`src/rtl/i2s_rx.sv`:
```
// rtl/i2s_rx.sv - I2S receiver: deserializes SCLK/WS/SDATA into signed stereo sample pairs
//
// Purpose: samples the codec's asynchronous I2S stream in the clk domain. It
// checks that each WS half-frame is exactly SLOT_BITS SCLK periods long. It
// presents each complete left/right pair with a one-clk vld strobe.
//
// Ports:
//   clk        system clock, at least 8x the SCLK rate
//   rst_n      asynchronous active-low reset
//   I2S_sclk   codec bit clock (asynchronous)
//   I2S_ws     word select, 0 = left, 1 = right (asynchronous)
//   I2S_data   serial data, MSB first, one-bit delayed after WS (asynchronous)
//   lft_chnnl  left sample, held between vld strobes
//   rght_chnnl right sample, held between vld strobes
//   vld        one-clk strobe: new lft_chnnl/rght_chnnl pair
//   err        one-clk strobe: slot length error, receiver resynchronizes
module i2s_rx #(
  parameter int SLOT_BITS = 24,
  parameter int DATA_BITS = 16
) (
  input  logic                 clk,
  input  logic                 rst_n,
  input  logic                 I2S_sclk,
  input  logic                 I2S_ws,
  input  logic                 I2S_data,
  output logic [DATA_BITS-1:0] lft_chnnl,
  output logic [DATA_BITS-1:0] rght_chnnl,
  output logic                 vld,
  output logic                 err
);

  localparam int CW = $clog2(SLOT_BITS + 1);

  // A slot is closed by the WS edge that arrives when the pre-increment count
  // is SLOT_BITS-1. The same count on a non-transition rise means the slot
  // would run past SLOT_BITS.
  localparam logic [CW-1:0] SLOT_LAST = CW'(SLOT_BITS - 1);
  localparam logic [CW-1:0] DATA_MAX  = CW'(DATA_BITS);

  typedef enum logic [1:0] {
    SYNC  = 2'd0,
    LEFT  = 2'd1,
    RIGHT = 2'd2
  } state_t;

  state_t               state;
  logic                 sclk_s1, sclk_s2, sclk_s3;
  logic                 ws_s1, ws_s2;
  logic                 data_s1, data_s2;
  logic                 ws_prev;
  logic [CW-1:0]        slot_cnt;
  logic [CW-1:0]        bit_cnt;
  logic [DATA_BITS-1:0] sh_l;
  logic [DATA_BITS-1:0] sh_r;
  logic                 rise;

  // WS and data ride through the same number of flops as SCLK. Both are
  // stable around the SCLK rise, so they are sampled consistently with it.
  assign rise = sclk_s2 & ~sclk_s3;

  always_ff @(posedge clk or negedge rst_n) begin
    if (!rst_n) begin
      state      <= SYNC;
      sclk_s1    <= 1'b0;
      sclk_s2    <= 1'b0;
      sclk_s3    <= 1'b0;
      ws_s1      <= 1'b0;
      ws_s2      <= 1'b0;
      data_s1    <= 1'b0;
      data_s2    <= 1'b0;
      ws_prev    <= 1'b0;
      slot_cnt   <= '0;
      bit_cnt    <= '0;
      sh_l       <= '0;
      sh_r       <= '0;
      lft_chnnl  <= '0;
      rght_chnnl <= '0;
      vld        <= 1'b0;
      err        <= 1'b0;
    end else begin
      sclk_s1 <= I2S_sclk;
      sclk_s2 <= sclk_s1;
      sclk_s3 <= sclk_s2;
      ws_s1   <= I2S_ws;
      ws_s2   <= ws_s1;
      data_s1 <= I2S_data;
      data_s2 <= data_s1;
      vld     <= 1'b0;
      err     <= 1'b0;

      if (rise) begin
        ws_prev <= ws_s2;
        case (state)
          SYNC: begin
            // Only a WS falling edge marks a frame start. The bit on this
            // rise belongs to the previous word and is dropped.
            if (ws_prev && !ws_s2) begin
              slot_cnt <= '0;
              bit_cnt  <= '0;
              state    <= LEFT;
            end
          end

          LEFT: begin
            if (ws_s2 && !ws_prev) begin
              slot_cnt <= '0;
              bit_cnt  <= '0;
              if (slot_cnt == SLOT_LAST) begin
                state <= RIGHT;
              end else begin
                err   <= 1'b1;
                state <= SYNC;
              end
            end else if (slot_cnt == SLOT_LAST) begin
              err   <= 1'b1;
              state <= SYNC;
            end else begin
              slot_cnt <= slot_cnt + 1'b1;
              if (bit_cnt < DATA_MAX) begin
                sh_l    <= {sh_l[DATA_BITS-2:0], data_s2};
                bit_cnt <= bit_cnt + 1'b1;
              end
            end
          end

          RIGHT: begin
            if (!ws_s2 && ws_prev) begin
              slot_cnt <= '0;
              bit_cnt  <= '0;
              if (slot_cnt == SLOT_LAST) begin
                // Frame complete. This falling edge also opens the next
                // left slot, so stay aligned without passing through SYNC.
                lft_chnnl  <= sh_l;
                rght_chnnl <= sh_r;
                vld        <= 1'b1;
                state      <= LEFT;
              end else begin
                err   <= 1'b1;
                state <= SYNC;
              end
            end else if (slot_cnt == SLOT_LAST) begin
              err   <= 1'b1;
              state <= SYNC;
            end else begin
              slot_cnt <= slot_cnt + 1'b1;
              if (bit_cnt < DATA_MAX) begin
                sh_r    <= {sh_r[DATA_BITS-2:0], data_s2};
                bit_cnt <= bit_cnt + 1'b1;
              end
            end
          end

          default: state <= SYNC;
        endcase
      end
    end
  end

endmodule
```
`config.mk`:
```
export PLATFORM = sky130hd
export DESIGN_NAME = i2s_rx
export DESIGN_NICKNAME = d
export VERILOG_FILES = /design/src/rtl/i2s_rx.sv
export SDC_FILE = /design/constraint.sdc
export NUM_CORES = 1
export LEC_CHECK = 0
export ABC_AREA = 1
export BUFFER_PORTS_ARGS = -buffer_cell sky130_fd_sc_hd__buf_2
export CORE_MARGIN = 4
export CORE_UTILIZATION = 53
export DETAILED_ROUTE_END_ITERATION = 6
export GPL_TIMING_DRIVEN = 0
export PLACE_DENSITY = 0.78
export SKIP_LAST_GASP = 1
export SYNTH_ARGS = -nofsm -noshare
export SYNTH_HDL_FRONTEND = slang
export SYNTH_SLANG_ARGS = --single-unit
```
`constraint.sdc`:
```
create_clock -name clk -period 1.5 [get_ports clk]
set_clock_uncertainty 0.1 [all_clocks]
set_input_delay 0.15 -clock clk [delete_from_list [all_inputs] [get_ports clk]]
set_output_delay 0.15 -clock clk [all_outputs]
set_load 0.005 [all_outputs]
```
# [Word level (Yosys, flattened, before mapping)]
# Index checks and enable logic that the tools add are counted.
[word_totals] ff_bits=86 input_bits=5 output_inout_bits=34
[classes] add_sub_neg=2 order_cmp=1 n_eq_ne=4 mux=26 bitwise_logic=5 reduce_logical=11
[ops] cell="$mux W5" count=8
[ops] cell="$pmux W5 S3" count=2
[ops] cell="$add A5 B1 Y5 const B" count=2
[ops] cell="$mux W2" count=5
[ops] cell="$reduce_and A5 Y1" count=2
[ops] cell="$mux W1" count=9
[ops] cell="$pmux W2 S3" count=1
[ops] cell="$eq A5 B5 Y1 const B" count=1
[ops] cell="$lt A5 B5 Y1 const B" count=1
[ops] cell="$not A1 Y1" count=4
[ops] cell="$reduce_and A4 Y1" count=1
[ops] cell="$reduce_and A3 Y1" count=1
[ops] cell="$reduce_bool A3 Y1" count=1
[ops] cell="$eq A2 B1 Y1 const B" count=1
[ops] cell="$eq A2 B2 Y1 const B" count=1
[ops] cell="$logic_and A1 B1 Y1" count=2
[ops] cell="$logic_not A1 Y1" count=2
[ops] cell="$logic_not A2 Y1" count=1
[ops] cell="$ne A2 B2 Y1 const B" count=1
[ops] cell="$pmux W1 S2" count=1
[ops] cell="$reduce_and A2 Y1" count=1
[ops] cell="$and A1 B1 Y1" count=1

# [Longest topological paths before layout]
[logic_depth] depth_word=5 depth_mapped=10 mapped_depth_nobuf=10

# [Worst setup path after synthesis]
# No wires, ideal clock.
[synth_path] kind="register -> register" start="register slot_cnt[0]" end="register rght_chnnl[0]" setup_time_ps=118 arrival_time_ps=1330 required_time_ps=1282 slack_ps=-48 path_stages_with_launch=10 path_buffers=1 synth_period_minus_slack_ps=1548 cell_sequence="dfrtp_1 > ha_1 > nand2_2 > nor2_8 > nand2_4 > nor2_4 > nand2_4 > buf_6 > nand2_1 > o21ai_2"
[synth_via] elab_chain_len=2
[synth_rtl] item="start: declaration" line_no="51" rtl="logic [CW-1:0] slot_cnt;"
[synth_rtl] item="start signal: assignment" line_no="118" rtl="slot_cnt <= slot_cnt + 1'b1;"
[synth_rtl] item="start signal: assignment" line_no="145" rtl="slot_cnt <= slot_cnt + 1'b1;"
[synth_rtl] item="$eq A5 B5 Y1" line_no="130" rtl="if (slot_cnt == SLOT_LAST) begin"
[synth_rtl] item="$reduce_and A4 Y1 (no source line)"
[synth_rtl] item="end signal: assignment" line_no="134" rtl="rght_chnnl <= sh_r;"
[synth_rtl] item="end: declaration" line_no="27" rtl="output logic [DATA_BITS-1:0] rght_chnnl,"
# No other way between the ends.
# A chain may end at the register's enable or synchronous reset.

# [Worst setup path after layout]
[layout_path] start="register slot_cnt[3]" end="register rght_chnnl[4]"
# Same word-level chain as after synthesis.

==> impl_metrics.env <==
export IMPL_status="finished with violations"
export IMPL_violations="setup timing"
export IMPL_core_sq_mm=0.00691
export IMPL_hp_class="input port to asynchronous set/reset pin"
export IMPL_fill_cells=454
export IMPL_wl_per_cell_um=15.8
export IMPL_insertion_delay_ns=0.36
export IMPL_rr_startpoint="slot_cnt[3]"
export IMPL_io_pins=39
export IMPL_routed_via_count=2939
export IMPL_slew_headroom=0.777
export IMPL_leakage_nw=2.52
export IMPL_die_area_sq_mm=0.00867
export IMPL_synth_fp_nets=393
export IMPL_tns_ns=-13.84
export IMPL_cts_tree="yes"
export IMPL_cp_data_required_time_ns=1.64
export IMPL_setup_viol=77
export IMPL_yosysWarnings=0
export IMPL_drt_total_wl_mm=8.96
export IMPL_syn_inst=382
export IMPL_ir_drop_mv=1.03
export IMPL_via_per_inst=5.17
export IMPL_path_clk_slew_ns=0.09
export IMPL_ff2ff_setup_slack_ns=-0.24
export IMPL_syn_cell_area_sq_mm=0.00384
export IMPL_slew_violations=0
export IMPL_grt_overflow=0
export IMPL_nets=479
export IMPL_num_rows=30
export IMPL_synth_seq_cells=86
export IMPL_start_util=0.556
export IMPL_rsz0062_at_grt="yes"
export IMPL_dr_pass1_iters=4
export IMPL_grt_max_degree=65
export IMPL_finalHoldViolations=0
export IMPL_track_usage=0.199
export IMPL_path_max_fanout=10
export IMPL_cp_start_kind="register"
export IMPL_antenna_cells=0
export IMPL_cts_sinks=86
export IMPL_fmax_ghz=0.573
export IMPL_synth_cell_types=20
export IMPL_reg2regPathDepth=9
export IMPL_worst_slack_ns=-0.245
export IMPL_fin_crit_sh=1.16
export IMPL_die_w_um=93.1
export IMPL_worst_pin_slew_ns=0.335
export IMPL_cellPowerDensity_mw_per_mm2=1110
export IMPL_antenna_left=0
export IMPL_setup_worst_path_end_class="register"
export IMPL_fin_crit_ns=1.74
export IMPL_drcViolationCount=0
export IMPL_critical_path_class="register to register"
export IMPL_arrival_ns=1.88
export IMPL_grt_pass1_vias=2905
export IMPL_clockBufferDepth=2
export IMPL_reg2reg_to="rght_chnnl[4]"
export IMPL_die_y_um=93.1
export IMPL_drv_cap=0
export IMPL_area_growth_pct=33.7
export IMPL_cts_root_buf="clkbuf_8"
export IMPL_drt_iter0_markers=120
export IMPL_place_congestion=0.808
export IMPL_antenna_found_initial=0
export IMPL_drive_gt1_frac=0.487
export IMPL_io_buffer_count=38
export IMPL_seq_area_frac_synth=0.561
export IMPL_hpwl_mm=4.88
export IMPL_numCtsBuffers=9
export IMPL_totalPowerFinal_mw=5.68
export IMPL_grt_pass1_wl_mm=13.5
export IMPL_cts_htree_levels=3
export IMPL_postSynthAreaPerCell_sq_um=10.0
[state kept, by name, indices dropped and copies added (netlist names)]
| signal | count |
|---|---|
| lft_chnnl | 16 |
| state | 2 |
| rght_chnnl | 16 |
| data_s1 | 1 |
| bit_cnt | 5 |
| vld | 1 |
| ws_prev | 1 |
| ws_s1 | 1 |
| slot_cnt | 5 |
| data_s2 | 1 |
| err | 1 |
| sclk_s3 | 1 |
| sclk_s2 | 1 |
| sclk_s1 | 1 |
| sh_l | 16 |
| ws_s2 | 1 |
| sh_r | 16 |
[through the flow]
step | utilization | area [sq um] | cells | worst slack [ns] | hold slack [ns]
after floorplan | - | 3850 | 382 | -0.0175 | -0.246
after global placement | 0.602 | 4160 | 516 | -0.514 | 0.158
after detailed placement | 0.607 | 4190 | 517 | -0.236 | -0.0248
after CTS | 0.700 | 4830 | 556 | -0.214 | 0.132
after global routing | 0.743 | 5130 | 568 | -0.312 | 0.159
final | 0.743 | 5130 | 568 | -0.245 | 0.130
[placed cells by master (no fill, tap or decap), types with 3 or more instances in the layout]
master,count
o21ai_0,3
a21oi_1,4
nand2_1,66
nor2_4,4
nand2_4,17
nor2_1,15
nand3_1,8
buf_4,16
dfrtp_1,86
buf_6,17
buf_2,37
o21ai_2,55
clkbuf_8,10
buf_8,6
nand2_2,33
nand3_4,3
buf_16,3
ha_4,5
dlygate4sd3_1,4
inv_1,43
inv_2,6
o21ai_1,11
[synth_stat cells]
cell      instances  share of area
nor2_8            2          0.010
a21boi_0          1         0.0020
nand2_2           7          0.011
o21ai_0           7         0.0091
nand3_4           2         0.0091
dfrtp_1          86           0.56
buf_6            12          0.035
nand3_2           1         0.0026
nand2_1         105           0.10
nor3_1            2         0.0026
nor2_4            2         0.0059
o21ai_2          52           0.12
nor2_1           18          0.018
nand3_1           8          0.010
a21oi_1           5         0.0065
ha_1              6          0.020
inv_2             2         0.0020
o21ai_1          10          0.013
nand2_4           4          0.012
inv_1            50          0.049
[layout make-up]
type	count	area [sq um]	share of cell area
Tap cell	96	120	0.0234
Timing Repair Buffer	73	592	0.115
Sequential cell	86	2150	0.419
Inverter	52	208	0.0405
Multi-Input combinational cell	234	1680	0.327
Clock inverter	5	83.8	0.0163
Buffer	12	163	0.0317
Clock buffer	10	138	0.0268
[per-layer routing]
layer  track usage  up-vias  routed length (um)
li1              -     1377                   -
met1         0.248     1447                3650
met2         0.324       82                4600
met3        0.0467       33                 398
met4        0.0989        0                 310
met5             0        -                   0
[kinds of logic after synthesis]
group / synth area share
AOI/OAI and AO/OA: 0.149
adders and majority gates: 0.0196
buffers and inverters: 0.0861
DFF: 0.561
and+or+nand+nor: 0.184
[repair_timing]
action | in CTS | in global routing
setup endpoints to repair | 76 | 77
buffers inserted | 16 | 9
endpoints found under the hold margin | 89 | 0
gates resized for setup | 57 | 58
hold buffers | 4 | 0
cloned | 4 | 3
pin swaps | 12 | 19
[worst max path at each step]
stage,from,endpoint,slack [ns],cells past startpoint
CTS,slot_cnt[1],sh_l[9],-0.21,9
global placement,rst_n,rght_chnnl[12],-0.51,1
detailed placement,slot_cnt[0],lft_chnnl[14],-0.24,9
floorplan,slot_cnt[0],rght_chnnl[0],-0.02,9
finish,slot_cnt[3],rght_chnnl[4],-0.24,9
global route,slot_cnt[0],sh_l[13],-0.31,8
[power by group]
part	internal (mW)	leakage, nW	switching (mW)
clock	0.977	0.105	0.829
combinational	0.519	1.24	0.702
sequential	2.49	1.17	0.164
total	3.98	2.52	1.69
[critical path, stage by stage (launching register included)]
cell and delay (ns):
dfrtp_1 0.44, inv_2 0.10, nand2_4 0.07, nor2_8 0.15, nand2_4 0.07, nor2_4 0.24, nand2_8 0.13, buf_8 0.16
nand2_1 0.09, o21ai_2 0.07
(Power assumes the default switching activity.)
